File: config.mk
export PLATFORM = sky130hd
export DESIGN_NAME = sbox_seen_bitmap
export DESIGN_NICKNAME = d
export VERILOG_FILES = /design/src/rtl/sbox_seen_bitmap.sv
export SDC_FILE = /design/constraint.sdc
export NUM_CORES = 1
export LEC_CHECK = 0
export CORE_MARGIN = 2
export CORE_UTILIZATION = 25
export DETAILED_ROUTE_END_ITERATION = 7
export PLACE_DENSITY = 0.5
export REMOVE_ABC_BUFFERS = 1
export SETUP_SLACK_MARGIN = 0.15
export SYNTH_ARGS = -nofsm -noshare
export SYNTH_HDL_FRONTEND = slang
export SYNTH_SLANG_ARGS = --single-unit
File: constraint.sdc
create_clock -name clk -period 2.95 [get_ports clk]
set_clock_uncertainty 0.05 [all_clocks]
set_input_delay 0.59 -clock clk [delete_from_list [all_inputs] [get_ports clk]]
set_output_delay 0.59 -clock clk [all_outputs]
set_load 0.005 [all_outputs]
File: src/rtl/sbox_seen_bitmap.sv
// One bit per possible S-box output; hit reports whether addr was already set.
module sbox_seen_bitmap #(
    parameter int N = 6
) (
    input  logic         clk,
    input  logic         rst,
    input  logic         clr,
    input  logic         set,
    input  logic [N-1:0] addr,
    output logic         hit
);
    logic [2**N-1:0] bits_q;

    always_ff @(posedge clk) begin
        if (rst || clr) begin
            bits_q <= '0;
        end else if (set) begin
            bits_q[addr] <= 1'b1;
        end
    end

    assign hit = bits_q[addr];
endmodule

# Yosys cells after proc, flatten, opt, wreduce, memory -nomap -nowiden
# Index checks and enable logic that the tools add are counted.
[classes]
multipliers = 0
n_addsub = 0
n_eq_ne = 0
bitwise_logic = 1
order_cmp = 2
n_div = 0
mux = 4
n_reduce_logical = 2
shift = 0
[op_table]
columns = ["op", "count"]
rows = [
  ["$or A64 B64 Y64", 1],
  ["$lt A6 B7 Y1 const B", 1],
  ["$bmux W1 S6", 1],
  ["$demux W1 S6", 1],
  ["$ge A6 B1 Y1 const B", 1],
  ["$mux W1", 2],
  ["$logic_and A1 B1 Y1", 1],
  ["$logic_or A1 B1 Y1", 1],
]
[totals]
latchBits = 0
mem_count = 0
in_bits = 10
ramBits = 0
reg_bits = 64
romBits = 0

# Logic depth before layout (Yosys ltp)
# Gate-level depths: netlist of the first run.
[depth]
depth_word = 5
depth_mapped = 8
mapped_depth_nobuf = 5

# Worst setup path before layout of the first run
# No wires, ideal clock.
[synth_path]
path_kind = "input port to output port"
from = "input port addr[0]"
to = "output port hit"
stages = 6
setup_slack_ns = 0.358
required_ns = 2.310
t_arrival_ns = 1.952
path_cell_list = "buf_6 > mux4_2 > mux2_1 > a22o_1 > a221oi_2 > nand4_1"
[synth_between]
elab_chain_cells = 2
[synth_lines]
columns = ["element", "line_no", "rtl"]
rows = [
  ["start, declared", "9", "input logic [N-1:0] addr,"],
  ["$bmux W1 S6", "22", "assign hit = bits_q[addr];"],
  ["$mux W1 (implied by the code)", "22", ""],
  ["end, declared", "10", "output logic hit"],
]
# Every way passes these cells. The select of a mux whose other input is x is not followed.

# Worst setup path in the final report of the first run
# Ends and elaborated chain as after synthesis.

==> impl_metrics.json, run 1 <==
{
  "finalHoldViolCount": 0,
  "grt_usage": 0.135,
  "syn_avg_cell_area_sq_um": 9.06,
  "postLayoutCellArea_sq_um": 3300,
  "tightest_slew_ns": 0.835,
  "root_buffer": "clkbuf_8",
  "io_buffers": 10,
  "start_util": 0.258,
  "reg2reg_depth": 2,
  "syn_area_sq_um": 2660,
  "fin_util": 0.319,
  "grt_pass1_vias": 2196,
  "drv_cap": 0,
  "syn_inst": 294,
  "hold-path-cell-count": 2,
  "criticalPathCategory": "primary input to primary output",
  "finalPower_w": 0.00168,
  "synth.area.top_cells": "dfxtp_1 (48%), a21oi_1 (11%), nor2_1 (10%)",
  "cp.required_ns": 2.31,
  "ios": 11,
  "die_w_um": 107,
  "dpl_cell_area_sq_um": 3120,
  "gp_congestion": 0.776,
  "grt_first_pass_wirelength_um": 11600,
  "dp_hpwl_um": 4780,
  "remaining_drc_errors": 0,
  "reg_top3": "bits_q: 64 flops",
  "placedCellCount": 451,
  "fin_cells": 467,
  "ant_nets": 0,
  "synth_area_leader_cell": "dfxtp_1",
  "cts_sinks": 64,
  "clock_path_buffers": 2,
  "regArea_sq_um": 1280,
  "hp-class": "flop to flop",
  "cts_buffers": 9,
  "pre_cts_slack_ns": -0.768,
  "period_share": 0.986,
  "antenna_found_initial": 0,
  "min_period_ns": 2.91,
  "layout-drive-gt1-share": 0.215,
  "coreArea_sq_um": 10300,
  "worstPathMaxFanout": 5,
  "clk_latency_ns": 0.33,
  "fmax_mhz": 344,
  "max_slew_margin": 0.441,
  "grt_overflow": 0,
  "die_y_um": 107,
  "status": "finished clean",
  "synth_cell_types": 35,
  "clk_pin_slew_worst_paths_ns": 0.07,
  "largest_register": "bits_q",
  "fin_nets": 337,
  "async_reset_ff_frac": 0,
  "synth_warnings": 0,
  "synth_top_cell_area_share": 0.481,
  "synth_seq_area_share": 0.481,
  "fill_cells": 1084,
  "wl_per_cell_um": 15.0,
  "first_pass_iters": 5,
  "power.density_nw_per_um2": 510,
  "slew_viol_final": 0,
  "synth_edf_count": 0,
  "ys_ff_latch": 64,
  "end_kind": "primary output",
  "holdPathEnd": "bits_q[61]",
  "drt_iter0_drc": 182,
  "multi_input_area_sq_um": 1270,
  "leakage_nw": 1.20,
  "r2r_end": "bits_q[44]",
  "cts_tree": "built",
  "diodes": 0,
  "die_area_sq_um": 11500,
  "rows": 37,
  "setup_ws_ns": 0.0401,
  "min_from": "bits_q[61]",
  "wl_um": 6990,
  "ctsHoldBuffers": 0,
  "cp.arrival_ns": 2.27,
  "r2r_setup_slack_ns": 2.26,
  "ys.flop_type": "dfxtp_1",
  "num_vias": 2227,
  "cts-htree-levels": 3,
  "rsz0062_at_grt": "yes",
  "worstSetupStartpointType": "primary input",
  "grt_max_degree": 41,
  "ir_drop_v": 0.000192,
  "setup_violations": 0,
  "largest_reg_flops": 64,
  "viasPerCell": 4.77,
  "rr_startpoint": "bits_q[44]",
  "area_growth_pct": 23.8
}
==> routing by layer <==
layer | vias to the layer above | GRT usage | routed length, um
met5 | - | 0 | 0
met4 | 0 | 0.0501 | 99
met3 | 7 | 0.0401 | 341
met2 | 47 | 0.196 | 3080
met1 | 1076 | 0.187 | 3470
li1 | 1097 | - | -
==> metrics by stage <==
stage	hold WS (ns)	TNS, ns
final	0.416	0
after global placement	0.395	-0.781
after CTS	0.420	0
after detailed placement	0.399	-0.768
after floorplan	0.378	0
after global routing	0.442	-0.0485
==> final cells by class <==
cell class	instances	share of cell area
Sequential cell	64	0.389
Multi-Input combinational cell	207	0.386
Clock buffer	12	0.0471
Clock inverter	3	0.00531
Tap cell	136	0.0516
Timing Repair Buffer	45	0.121
==> power breakdown <==
group	switching, W	internal (W)	total [W]
clock	0.000322	0.000343	0.000665
combinational	0.0000835	0.0000657	0.000149
sequential	0.00000123	0.000866	0.000867
==> cells by family after synthesis <==
| group | count (synthesis) | share of synthesized area |
|---|---|---|
| AO/OA/AOI/OAI | 79 | 0.172 |
| AND/OR/NAND/NOR | 106 | 0.175 |
| buffers and inverters | 23 | 0.0381 |
| flip-flops | 64 | 0.481 |
| multiplexers | 22 | 0.133 |
==> worst max-delay path, cell delays in order <==
cell	delay, ns
buf_6	0.07
buf_8	0.11
mux4_2	0.49
mux2_4	0.28
a22o_1	0.24
a221oi_2	0.17
nand4_1	0.15
buf_2	0.16
==> layout by cell type (no fill, tap or decap), drive strengths merged, types with 6 or more instances in the layout <==
| master | n |
|---|---|
| a21oi | 58 |
| a31oi | 7 |
| buf | 38 |
| clkbuf | 12 |
| clkdlybuf4s50 | 6 |
| dfxtp | 64 |
| mux2 | 6 |
| mux2i | 7 |
| mux4 | 9 |
| nand2 | 7 |
| nor2 | 73 |
| nor2b | 7 |
==> what timing repair did <==
item,CTS,global route
buffers inserted,1,0
pin swaps,2,0
gates resized for setup,23,2
endpoints found under the setup margin,1,1
==> worst max-delay path by stage <==
| stage | startpoint | end | slack [ns] | cells past startpoint |
|---|---|---|---|---|
| 4_1_cts | addr[0] | hit | 0.006 | 8 |
| 5_1_grt | addr[0] | hit | -0.05 | 8 |
| 3_5_place_dp | addr[0] | hit | -0.77 | 8 |
| 2_1_floorplan | addr[2] | hit | 0.47 | 5 |
| 3_3_place_gp | addr[0] | hit | -0.78 | 8 |
| 6_report | addr[0] | hit | 0.04 | 8 |
==> cells in the mapped netlist, drive strengths merged (4+ instances only) <==
master,n
nand3,4
dfxtp,64
nor2b,7
buf,10
nor2,73
a221oi,4
mux4,9
mux2i,7
a31oi,7
mux2,6
nor3b,4
clkbuf,13
a21oi,58
nand2,7
Note: power is estimated with default switching activity, not from simulation.
==> inputs of run 2 (changes only) <==
--- a/config.mk
+++ b/config.mk
@@ -8,7 +8,7 @@
 export CORE_MARGIN = 2
 export CORE_UTILIZATION = 25
 export DETAILED_ROUTE_END_ITERATION = 7
-export PLACE_DENSITY = 0.5
+export PLACE_DENSITY = 0.51
 export REMOVE_ABC_BUFFERS = 1
 export SETUP_SLACK_MARGIN = 0.15
 export SYNTH_ARGS = -nofsm -noshare
==> constraint.sdc (replaced) <==
create_clock -name clk -period 2.65 [get_ports clk]
set_clock_uncertainty 0.05 [all_clocks]
set_input_delay 0.53 -clock clk [delete_from_list [all_inputs] [get_ports clk]]
set_output_delay 0.53 -clock clk [all_outputs]
set_load 0.005 [all_outputs]
==> run 2 against run 1 <==
- the run now ends with negative setup slack left
- sequential share of layout area is 1.5 points lower
- largest power group unchanged
- non-clock buffer count is 12 higher
- total power is 18% higher
- worst setup slack worse by 0.20 ns
- highest routed layer unchanged
- routed wire length is 2.9% higher
==> impl_metrics.json, run 2 (synthesis results as in run 1) <==
{
  "pre_cts_slack_ns": -0.969,
  "ios": 11,
  "violations": "negative setup slack",
  "rsz0062_at_grt": "yes",
  "path_delay_family": "multiplexers",
  "cp.required_ns": 2.07,
  "grt_usage": 0.137,
  "start_util": 0.258,
  "crit_buf_inv": 3,
  "root_buffer": "clkbuf_8",
  "first_pass_iters": 4,
  "area_growth_pct": 28.7,
  "dpl_cell_area_sq_um": 3210,
  "placedCellCount": 464,
  "drv_cap": 0,
  "end_kind": "primary output",
  "reg2reg_depth": 3,
  "grt_pass1_vias": 2257,
  "viasPerCell": 4.75,
  "clk_pin_slew_worst_paths_ns": 0.07,
  "clock_path_buffers": 2,
  "hp-class": "flop to flop",
  "postLayoutCellArea_sq_um": 3430,
  "diodes": 0,
  "crit_start": "addr[0]",
  "die_w_um": 107,
  "fmax_mhz": 357,
  "min_from": "bits_q[56]",
  "cts_sinks": 64,
  "hold_ws_ns": 0.412,
  "dp_hpwl_um": 5060,
  "holdPathEnd": "bits_q[56]",
  "finalHoldViolCount": 0,
  "die_y_um": 107,
  "r2r_end": "bits_q[12]",
  "num_vias": 2279,
  "die_area_sq_um": 11500,
  "hold-path-cell-count": 2,
  "criticalPathCategory": "primary input to primary output",
  "max_slew_margin": 0.397,
  "rows": 37,
  "layout_commonest_cell": "nor2_1",
  "ant_nets": 0,
  "remaining_drc_errors": 0,
  "min_period_ns": 2.80,
  "reg_top3": "bits_q: 64 flops",
  "wl_um": 7190,
  "status": "finished with violations",
  "post-cts-setup-buffers": 0,
  "tightest_slew_ns": 0.901,
  "worstSetupStartpointType": "primary input",
  "cts-htree-levels": 3,
  "cts_buffers": 9,
  "setup_ws_ns": -0.155,
  "grt_overflow": 0,
  "gp_congestion": 0.789,
  "antenna_found_initial": 0,
  "grt_max_degree": 65,
  "fin_cells": 480,
  "power.density_nw_per_um2": 578,
  "grt_first_pass_wirelength_um": 11900,
  "clk_latency_ns": 0.34,
  "largest_register": "bits_q",
  "cts_tree": "built",
  "layout-drive-gt1-share": 0.238,
  "period_share": 1.06,
  "ir_drop_v": 0.000199,
  "io_buffers": 10,
  "crit_slowest_cell": "mux4_2",
  "cp.arrival_ns": 2.22,
  "crit_chain": "buf_6 > buf_8 > mux4_2 > mux2_4 > a22o_1 > a221oi_2 > nand4_1 > buf_2",
  "final_cell_mix": "nor2_1 (73), dfxtp_1 (64), a21oi_1 (58), buf_4 (43), clkbuf_8 (14)",
  "setup_tns_ns": -0.155,
  "setup_violations": 1,
  "wl_per_cell_um": 15.0,
  "cpPeakStageDelay_ns": 0.49,
  "slew_viol_final": 0,
  "leakage_nw": 1.29,
  "drt_iter0_drc": 213,
  "coreArea_sq_um": 10300,
  "worstPathMaxFanout": 6,
  "largest_reg_flops": 64,
  "r2r_setup_slack_ns": 1.86,
  "rr_startpoint": "bits_q[12]",
  "fin_nets": 349
}
-- run 2: cell count changes in the layout (fill, tap and decap cells not counted), moves of 2 or more --
cell	previous run	this run
mux4_1	0	2
clkbuf_8	11	14
clkinv_2	2	0
mux4_2	9	7
buf_4	31	43
-- run 2: metrics by stage --
step,util,total power (W)
4_1_cts,0.331,0.00199
5_1_grt,0.332,0.00205
2_1_floorplan,-,0.00104
3_5_place_dp,0.311,0.00116
6_report,0.332,0.00198
3_3_place_gp,0.311,0.00116
-- run 2: report_power, final --
group / switching (W) / internal (W)
clock network: 0.000372 / 0.000468
registers: 0.00000141 / 0.000964
logic: 0.0000950 / 0.0000777
-- run 2: layout make-up --
type                    count  area [sq um]
clock inverters             1          7.51
fillers                  1058          6900
clock buffers              15           196
well taps                 136           170
multi-input cells         207          1280
repair buffers             57           487
flip-flops and latches     64          1280
-- run 2: repair_timing --
action,in CTS,in global routing
endpoints found under the setup margin,1,1
hold endpoints to repair,0,0
pin swaps,3,1
resized for setup,20,3
hold buffers,0,0
-- run 2: routing by layer --
metal / vias to the layer above / track usage / wire length, um
met1: 1102 / 0.178 / 3480
met4: 0 / 0.0557 / 119
li1: 1129 / - / -
met5: - / 0 / 0
met2: 38 / 0.211 / 3270
met3: 10 / 0.0395 / 326
-- run 2: worst register-to-register path, cell delays in order, from the launching register on --
cell,delay (ns)
dfxtp_1,0.32
buf_4,0.13
a21oi_1,0.12
nor2_1,0.05
-- run 2: worst max-delay path by stage --
stage,to,cells past startpoint,slack [ns]
floorplan,hit,5,0.29
global placement,hit,8,-0.96
detailed placement,hit,8,-0.97
CTS,hit,8,-0.19
global route,hit,8,-0.24
finish,hit,8,-0.15
